File: config.mk
export PLATFORM = sky130hd
export DESIGN_NAME = column_feeder
export DESIGN_NICKNAME = d
export VERILOG_FILES = /design/src/rtl/column_feeder_pkg.sv /design/src/rtl/column_feeder_serializer_phase.sv /design/src/rtl/column_feeder.sv
export SDC_FILE = /design/constraint.sdc
export NUM_CORES = 1
export LEC_CHECK = 0
export ABC_AREA = 1
export ABC_CLOCK_PERIOD_IN_PS = 1800
export CORE_MARGIN = 4
export CORE_UTILIZATION = 51
export CTS_BUF_LIST = sky130_fd_sc_hd__clkbuf_4
export DETAILED_ROUTE_END_ITERATION = 6
export PLACE_DENSITY_LB_ADDON = 0.2
export SLEW_MARGIN = 25
export SYNTH_ARGS = -nofsm -noshare
export SYNTH_HDL_FRONTEND = slang
export SYNTH_SLANG_ARGS = --single-unit
File: constraint.sdc
create_clock -name clk_33 -period 1.8 [get_ports clk_33]
set_clock_uncertainty 0.15 [all_clocks]
set_input_delay 0.36 -clock clk_33 [delete_from_list [all_inputs] [get_ports clk_33]]
set_output_delay 0.36 -clock clk_33 [all_outputs]
set_load 0.1 [all_outputs]
File: src/rtl/column_feeder_pkg.sv
// Shared defaults and FSM state encoding for the column feeder.
package column_feeder_pkg;

  localparam int unsigned SER_LANES_DEF    = 8;
  localparam int unsigned BITS_PER_COL_DEF = 256;
  localparam int unsigned NB_COLS_DEF      = 8;

  // Column mux outputs are active-low; all ones means every column is off.
  localparam logic [7:0] MUX_BLANK = 8'hFF;

  typedef enum logic [2:0] {
    IDLE       = 3'd0,
    SHIFT      = 3'd1,
    WAIT_BLANK = 3'd2,
    LATCH      = 3'd3,
    READY      = 3'd4,
    WAIT_ACK   = 3'd5
  } fsm_state_t;

endpackage

File: src/rtl/column_feeder_serializer_phase.sv
// Two-phase shift-clock / data generator with framebuffer bit counter.
// While run is high: cycle 0 only presents address 0; every odd cycle
// captures fb_data (for the address shown the cycle before) with
// ser_clk low; every following even cycle raises ser_clk.
module serializer_phase
  import column_feeder_pkg::*;
#(
  parameter int unsigned SER_LANES    = SER_LANES_DEF,
  parameter int unsigned BITS_PER_COL = BITS_PER_COL_DEF
) (
  input  logic                            clk_33,
  input  logic                            nrst,
  input  logic                            run,
  input  logic [SER_LANES-1:0]            fb_data,
  output logic [$clog2(BITS_PER_COL)-1:0] bit_idx,
  output logic                            ser_clk,
  output logic [SER_LANES-1:0]            ser_data,
  output logic                            done
);

  localparam int unsigned CNT_W = $clog2(2 * BITS_PER_COL + 2);
  localparam int unsigned BIT_W = $clog2(BITS_PER_COL);
  localparam logic [CNT_W-1:0] LAST_CNT = CNT_W'(2 * BITS_PER_COL);

  logic [CNT_W-1:0] cnt;

  // Phase counter, read address and registered serial outputs.
  always_ff @(posedge clk_33 or negedge nrst) begin
    if (!nrst) begin
      cnt      <= '0;
      bit_idx  <= '0;
      ser_clk  <= 1'b0;
      ser_data <= '0;
    end else if (!run) begin
      cnt     <= '0;
      bit_idx <= '0;
      ser_clk <= 1'b0;
    end else begin
      cnt <= cnt + CNT_W'(1);
      if (cnt[0]) begin
        ser_data <= fb_data;
        ser_clk  <= 1'b0;
        bit_idx  <= bit_idx + BIT_W'(1);
      end else if (cnt != '0) begin
        ser_clk <= 1'b1;
      end
    end
  end

  // Last SHIFT cycle: the final high phase is being registered now.
  assign done = run && (cnt == LAST_CNT);

endmodule

File: src/rtl/column_feeder.sv
// Column feeder: shifts one column of framebuffer data into the LED
// drivers while the previous column is displayed, latches it only while
// the column mux is blanked, then hands the column to the mux.
module column_feeder
  import column_feeder_pkg::*;
#(
  parameter int unsigned SER_LANES    = SER_LANES_DEF,
  parameter int unsigned BITS_PER_COL = BITS_PER_COL_DEF,
  parameter int unsigned NB_COLS      = NB_COLS_DEF
) (
  input  logic                                                clk_33,
  input  logic                                                nrst,
  input  logic                                                enable,
  input  logic [7:0]                                          mux_out,
  output logic [$clog2(NB_COLS)+$clog2(BITS_PER_COL)-1:0]     fb_addr,
  input  logic [SER_LANES-1:0]                                fb_data,
  output logic                                                ser_clk,
  output logic [SER_LANES-1:0]                                ser_data,
  output logic                                                ser_lat,
  output logic                                                column_ready,
  output logic                                                busy
);

  localparam int unsigned COL_W = $clog2(NB_COLS);
  localparam int unsigned BIT_W = $clog2(BITS_PER_COL);

  fsm_state_t       state;
  fsm_state_t       state_nxt;
  logic [COL_W-1:0] col;
  logic [BIT_W-1:0] bit_idx;
  logic             shift_done;
  logic             blanked;
  logic             shifting;

  assign blanked  = (mux_out == MUX_BLANK);
  assign shifting = (state == SHIFT);

  serializer_phase #(
    .SER_LANES    (SER_LANES),
    .BITS_PER_COL (BITS_PER_COL)
  ) u_serializer_phase (
    .clk_33   (clk_33),
    .nrst     (nrst),
    .run      (shifting),
    .fb_data  (fb_data),
    .bit_idx  (bit_idx),
    .ser_clk  (ser_clk),
    .ser_data (ser_data),
    .done     (shift_done)
  );

  // Both fields are flops, so the address is a registered output.
  assign fb_addr = {col, bit_idx};

  // Next-state decode.
  always_comb begin
    state_nxt = state;
    case (state)
      IDLE:       if (enable)     state_nxt = SHIFT;
      SHIFT:      if (shift_done) state_nxt = WAIT_BLANK;
      WAIT_BLANK: if (blanked)    state_nxt = LATCH;
      LATCH:                      state_nxt = READY;
      READY:                      state_nxt = WAIT_ACK;
      WAIT_ACK:   if (!blanked)   state_nxt = enable ? SHIFT : IDLE;
      default:                    state_nxt = IDLE;
    endcase
  end

  // State, column counter and strobes; strobes are decoded from the next
  // state so they line up with the state they belong to.
  always_ff @(posedge clk_33 or negedge nrst) begin
    if (!nrst) begin
      state        <= IDLE;
      col          <= '0;
      ser_lat      <= 1'b0;
      column_ready <= 1'b0;
      busy         <= 1'b0;
    end else begin
      state        <= state_nxt;
      ser_lat      <= (state_nxt == LATCH);
      column_ready <= (state_nxt == READY);
      busy         <= (state_nxt != IDLE);
      if (state == WAIT_ACK && !blanked) begin
        col <= (col == COL_W'(NB_COLS - 1)) ? '0 : col + COL_W'(1);
      end
    end
  end

endmodule

After elaboration in Yosys (flattened, before gate mapping)

Index checks and enable logic that the tools add are counted.

Reduce and logical (&&, ||, !) cells: 7
Multiplexer cells: 13
Equality and inequality tests: 12
$add $sub $neg: 3

Operator list:

| operator                | count |
|---|---|
| $pmux W3 S6             | 1 |
| $mux W8                 | 2 |
| $mux W3                 | 5 |
| $eq A3 B3 Y1 const B    | 4 |
| $add A10 B1 Y10 const B | 1 |
| $eq A10 B10 Y1 const B  | 1 |
| $mux W10                | 1 |
| $reduce_bool A10 Y1     | 1 |
| $eq A3 B2 Y1 const B    | 3 |
| $add A8 B1 Y8 const B   | 1 |
| $eq A8 B8 Y1 const B    | 1 |
| $mux W1                 | 4 |
| $add A3 B1 Y3 const B   | 1 |
| $eq A3 B1 Y1 const B    | 1 |
| $logic_not A3 Y1        | 1 |
| $ne A3 B3 Y1 const B    | 1 |
| $reduce_bool A3 Y1      | 1 |
| $logic_and A1 B1 Y1     | 2 |
| $ne A2 B2 Y1 const B    | 1 |
| $reduce_and A2 Y1       | 1 |
| $logic_not A1 Y1        | 1 |

Output and inout port bits: 23
Register bits: 36
Input bits: 19
Word-level logic and storage cells: 44

Longest topological paths before layout

Depth after elaboration: 5
Mapped depth: 9
Mapped depth without buffers: 8

Hierarchy

A second synthesis with hierarchy kept.

Cells, all modules: 200
Area total of the unflattened synthesis: 1755.4 um2

Modules (own cells, without submodules):

| module           | area an instance (um2) | sequential area each (um2) | cells an instance | times used |
|---|---|---|---|---|
| serializer_phase | 1275.0                 | 675.6                      | 141               | 1 |
| column_feeder    | 480.5                  | 225.2                      | 59                | 1 |

Worst setup path before layout

No wires, ideal clock.

Path type: flip-flop to flip-flop
From: register u_serializer_phase.bit_idx[0]
To: register u_serializer_phase.bit_idx[4]
Required time: 1529 ps
Buffers on the path: 0
Clock period less this slack: 1974 ps
Arrival: 1703 ps
Slack: -174 ps
Library setup time: 121 ps
Stages on the path, launching flop included: 6
Cells stage by stage: dfrtp_1 > ha_1 > nand3_1 > nor2_1 > a21oi_1 > o21a_1

Word-level cells in the longest chain between the ends: 3

RTL lines:

| what                   | line                                 | source |
|---|---|---|
| start, declared        | column_feeder_serializer_phase.sv:15 | `output logic [$clog2(BITS_PER_COL)-1:0] bit_idx,` |
| start signal, assigned | column_feeder_serializer_phase.sv:43 | `bit_idx <= bit_idx + BIT_W'(1);` |
| $add A8 B1 Y8          | column_feeder_serializer_phase.sv:43 |  |
| $mux W8                | column_feeder_serializer_phase.sv:40 | `if (cnt[0]) begin` |
| $mux W8                | column_feeder_serializer_phase.sv:34 | `end else if (!run) begin` |

No other way between the ends. The select of a mux whose other input is x is not followed.
A chain may end at the register's enable or synchronous reset.

Worst setup path in the final report

From: register u_serializer_phase.cnt[0]
To: register busy

Word-level cells in the longest chain between the ends: 5

RTL lines:

| what                   | line                                 | source |
|---|---|---|
| start, declared        | column_feeder_serializer_phase.sv:25 | `logic [CNT_W-1:0] cnt;` |
| start signal, assigned | column_feeder_serializer_phase.sv:39 | `cnt <= cnt + CNT_W'(1);` |
| $eq A10 B10 Y1         | column_feeder_serializer_phase.sv:51 | `assign done = run && (cnt == LAST_CNT);` |
| $logic_and A1 B1 Y1    | column_feeder_serializer_phase.sv:51 |  |
| $mux W3                | column_feeder.sv:60                  | `SHIFT: if (shift_done) state_nxt = WAIT_BLANK;` |
| $pmux W3 S6            | column_feeder.sv:58                  | `case (state)` |
| $reduce_bool A3 Y1     | column_feeder.sv:82                  | `busy <= (state_nxt != IDLE);` |
| end signal, assigned   | column_feeder.sv:82                  |  |
| end, declared          | column_feeder.sv:21                  | `output logic busy` |

No other way between the ends.

==> results.toml <==
[run_status]
outcome = "completed"

[synthesis]
syn_avg_cell_area_sq_um = 9.26
synth-seq-area-share_pct = 52.9
synth_area_sq_um = 1700
ys_ff_latch = 36
syn-num-nets = 208
syn_inst = 184
ys_warn_count = 0
synthDistinctLibCells = 22

[cts]
cts_made_buffers = 5
cts_setup_buffers = 0
cts_resized = 0
postCtsHoldBufs = 0
h-tree-depth = 2
cts_tree = "yes"
clock_latency_ps = 340
cts-root-buf = "clkbuf_4"
cts_sinks = 36
cts_buffer_depth = 2
cts.clk_slew.worst_paths_ps = 100

[timing]
hold_viol = 0
setup_viol = 0
timing.final.crit_share_pct = 88.2
fin_crit_ps = 1590
rsz0062_at_grt = "false"
layout_setup_ws_ps = 212
max_freq_mhz = 630
slew_viol_final = 0
slew_headroom_pct = 84.1
tightest_slew_ps = 236

[drt]
finalWirelength_um = 3720
firstDrtPassIters = 4
met1_length_um = 1460
ant_nets = 0
top_layer = "met4"
drc = 0
wl_met2_um = 1990
via_per_inst = 5.09
post_drt_wl_per_cell_um = 13.3
vias = 1421
drtIter0Drc = 71
met3_length_um = 199

[setup_path]
arrival_ps = 1660
cp-startpoint = "u_serializer_phase.cnt[0]"
reg2reg_depth = 7
cp.required_ps = 1870
crit_slowest_cell = "dfrtp_1"
crit_path_end_kind = "flop"
reg2reg_from = "u_serializer_phase.cnt[0]"
r2r-end = "busy"
max_stage_delay_ps = 460
cp_common_cell = "nor2_1"
crit_chain = "inv_1, ha_1, nand2_1, nor2_1, a21oi_1, nor2_1, nand4_1"
crit_path_start_kind = "flop"
path_max_fanout = 7
rrSetupSlack_ps = 210
critPathKind = "flop to flop"

[die]
initial_core_util_pct = 54.5
rows = 20
die_h_um = 65.8
pin_count = 42
chipWidth_um = 65.8
coreArea_sq_um = 3130
die_area_sq_um = 4330

[global_route]
grt_pass1_vias = 1570
grt_start_max_net_pins = 37
grt_pass1_wl_um = 6550
antenna_found_initial = 0
track_usage_pct = 19.7
grt.overflow.total = 0

[final_layout]
utilization_pct = 79.7
final_cell_area_sq_um = 2490
drive_gt1_share_pct = 26.0
mostFrequentLayoutCell = "nand2_1"
syn_to_final_growth_pct = 46.3
antenna_cells = 0
fin_nets = 258
final_cell_mix = "nand2_1 (32), dfrtp_1 (29), nor2_1 (25)"

[power_and_ir_drop]
power.density_nw_per_um2 = 1580
power_leakage_nw = 1.13
vdd_drop_max_v = 0.00155
total_power_mw = 3.95

[job]
drv_cap = 0

[min_path]
holdCritPathClass = "input pin to async pin"

[place]
dp_hpwl_um = 2940
detailedPlace.worstSlack_ps = -23.2
dpl_cell_area_sq_um = 2440
portBuffers = 41
globalplace.congestion = 0.894
-- registers in the layout, summed over array words and instances, names as in the netlist --
signal / flops
u_serializer_phase.ser_clk: 1
ser_lat: 1
u_serializer_phase.ser_data: 8
col: 3
u_serializer_phase.cnt: 10
column_ready: 1
state: 3
u_serializer_phase.bit_idx: 8
busy: 1
-- kinds of logic (layout without fill, tap and decap cells) --
family,count (synthesis),count (layout),synth area share (%)
AOI/OAI and AO/OA,25,25,7.78
DFF,36,36,52.9
buffers and inverters,19,70,4.63
xor gates and xnor gates,1,1,0.514
and+or+nand+nor,89,89,24.6
adders and majority gates,5,5,3.67
muxes,9,9,5.95
-- cell usage after synthesis --
| library cell | number | area, sq um |
|---|---|---|
| nand2_2 | 2 | 12.5 |
| a21oi_1 | 12 | 60.1 |
| buf_4 | 2 | 15.0 |
| a21boi_1 | 1 | 7.51 |
| nand2_1 | 32 | 120 |
| mux2_2 | 9 | 101 |
| nor2_4 | 3 | 33.8 |
| nand3_1 | 17 | 85.1 |
| ha_1 | 5 | 62.6 |
| xor2_1 | 1 | 8.76 |
| nand4_1 | 1 | 6.26 |
| nor3_1 | 4 | 20.0 |
| o21ai_0 | 10 | 50.1 |
| inv_1 | 16 | 60.1 |
| nor2_1 | 25 | 93.8 |
| nor4_1 | 1 | 6.26 |
| o21a_1 | 2 | 15.0 |
| dfrtp_1 | 36 | 901 |
| nand3_2 | 1 | 10.0 |
| inv_2 | 1 | 3.75 |
| nand2_4 | 1 | 11.3 |
| nor3_2 | 2 | 20.0 |
-- how the worst max path moves through the flow --
stage,cells past startpoint,slack [ps],endpoint
floorplan,2,7,col[2]
global route,7,8,busy
CTS,7,200,busy
detailed placement,6,-20,col[2]
global placement,6,50,col[2]
finish,7,210,busy
-- worst max-delay path: cells and delay by family, from the launching register on --
kind | cells | cell delay (ps)
AOI/OAI and AO/OA | 1 | 90
adders and majority gates | 1 | 150
buffers and inverters | 1 | 140
DFF | 1 | 460
and+or+nand+nor | 4 | 480
-- power by group --
part	switching, mW	internal [mW]
Clock	0.260	0.182
Combinational	1.42	0.814
Sequential	0.259	1.02
Total	1.94	2.01
-- final cells by class --
| class | count | area, sq um |
|---|---|---|
| inverters | 17 | 63.8 |
| repair buffers | 45 | 683 |
| flip-flops and latches | 36 | 910 |
| multi-input cells | 129 | 724 |
| fillers | 205 | 634 |
| clock inverters | 1 | 5.00 |
| clock buffers | 7 | 52.6 |
| well taps | 44 | 55.1 |
-- per-stage QoR --
step | hold slack (ps) | std cells | setup TNS [ps]
2_1_floorplan | -85.6 | 184 | 0
3_3_place_gp | 350 | 271 | 0
3_5_place_dp | 365 | 271 | -23.2
4_1_cts | 223 | 279 | 0
5_1_grt | 230 | 279 | 0
6_report | 230 | 279 | 0
-- layer usage --
metal  global-route usage, %  up-vias
li1                        -      714
met3                    5.78        7
met4                    9.59        0
met5                       0        -
met1                    21.6      668
met2                    34.4       32
Note: power is estimated with default switching activity, not from simulation.
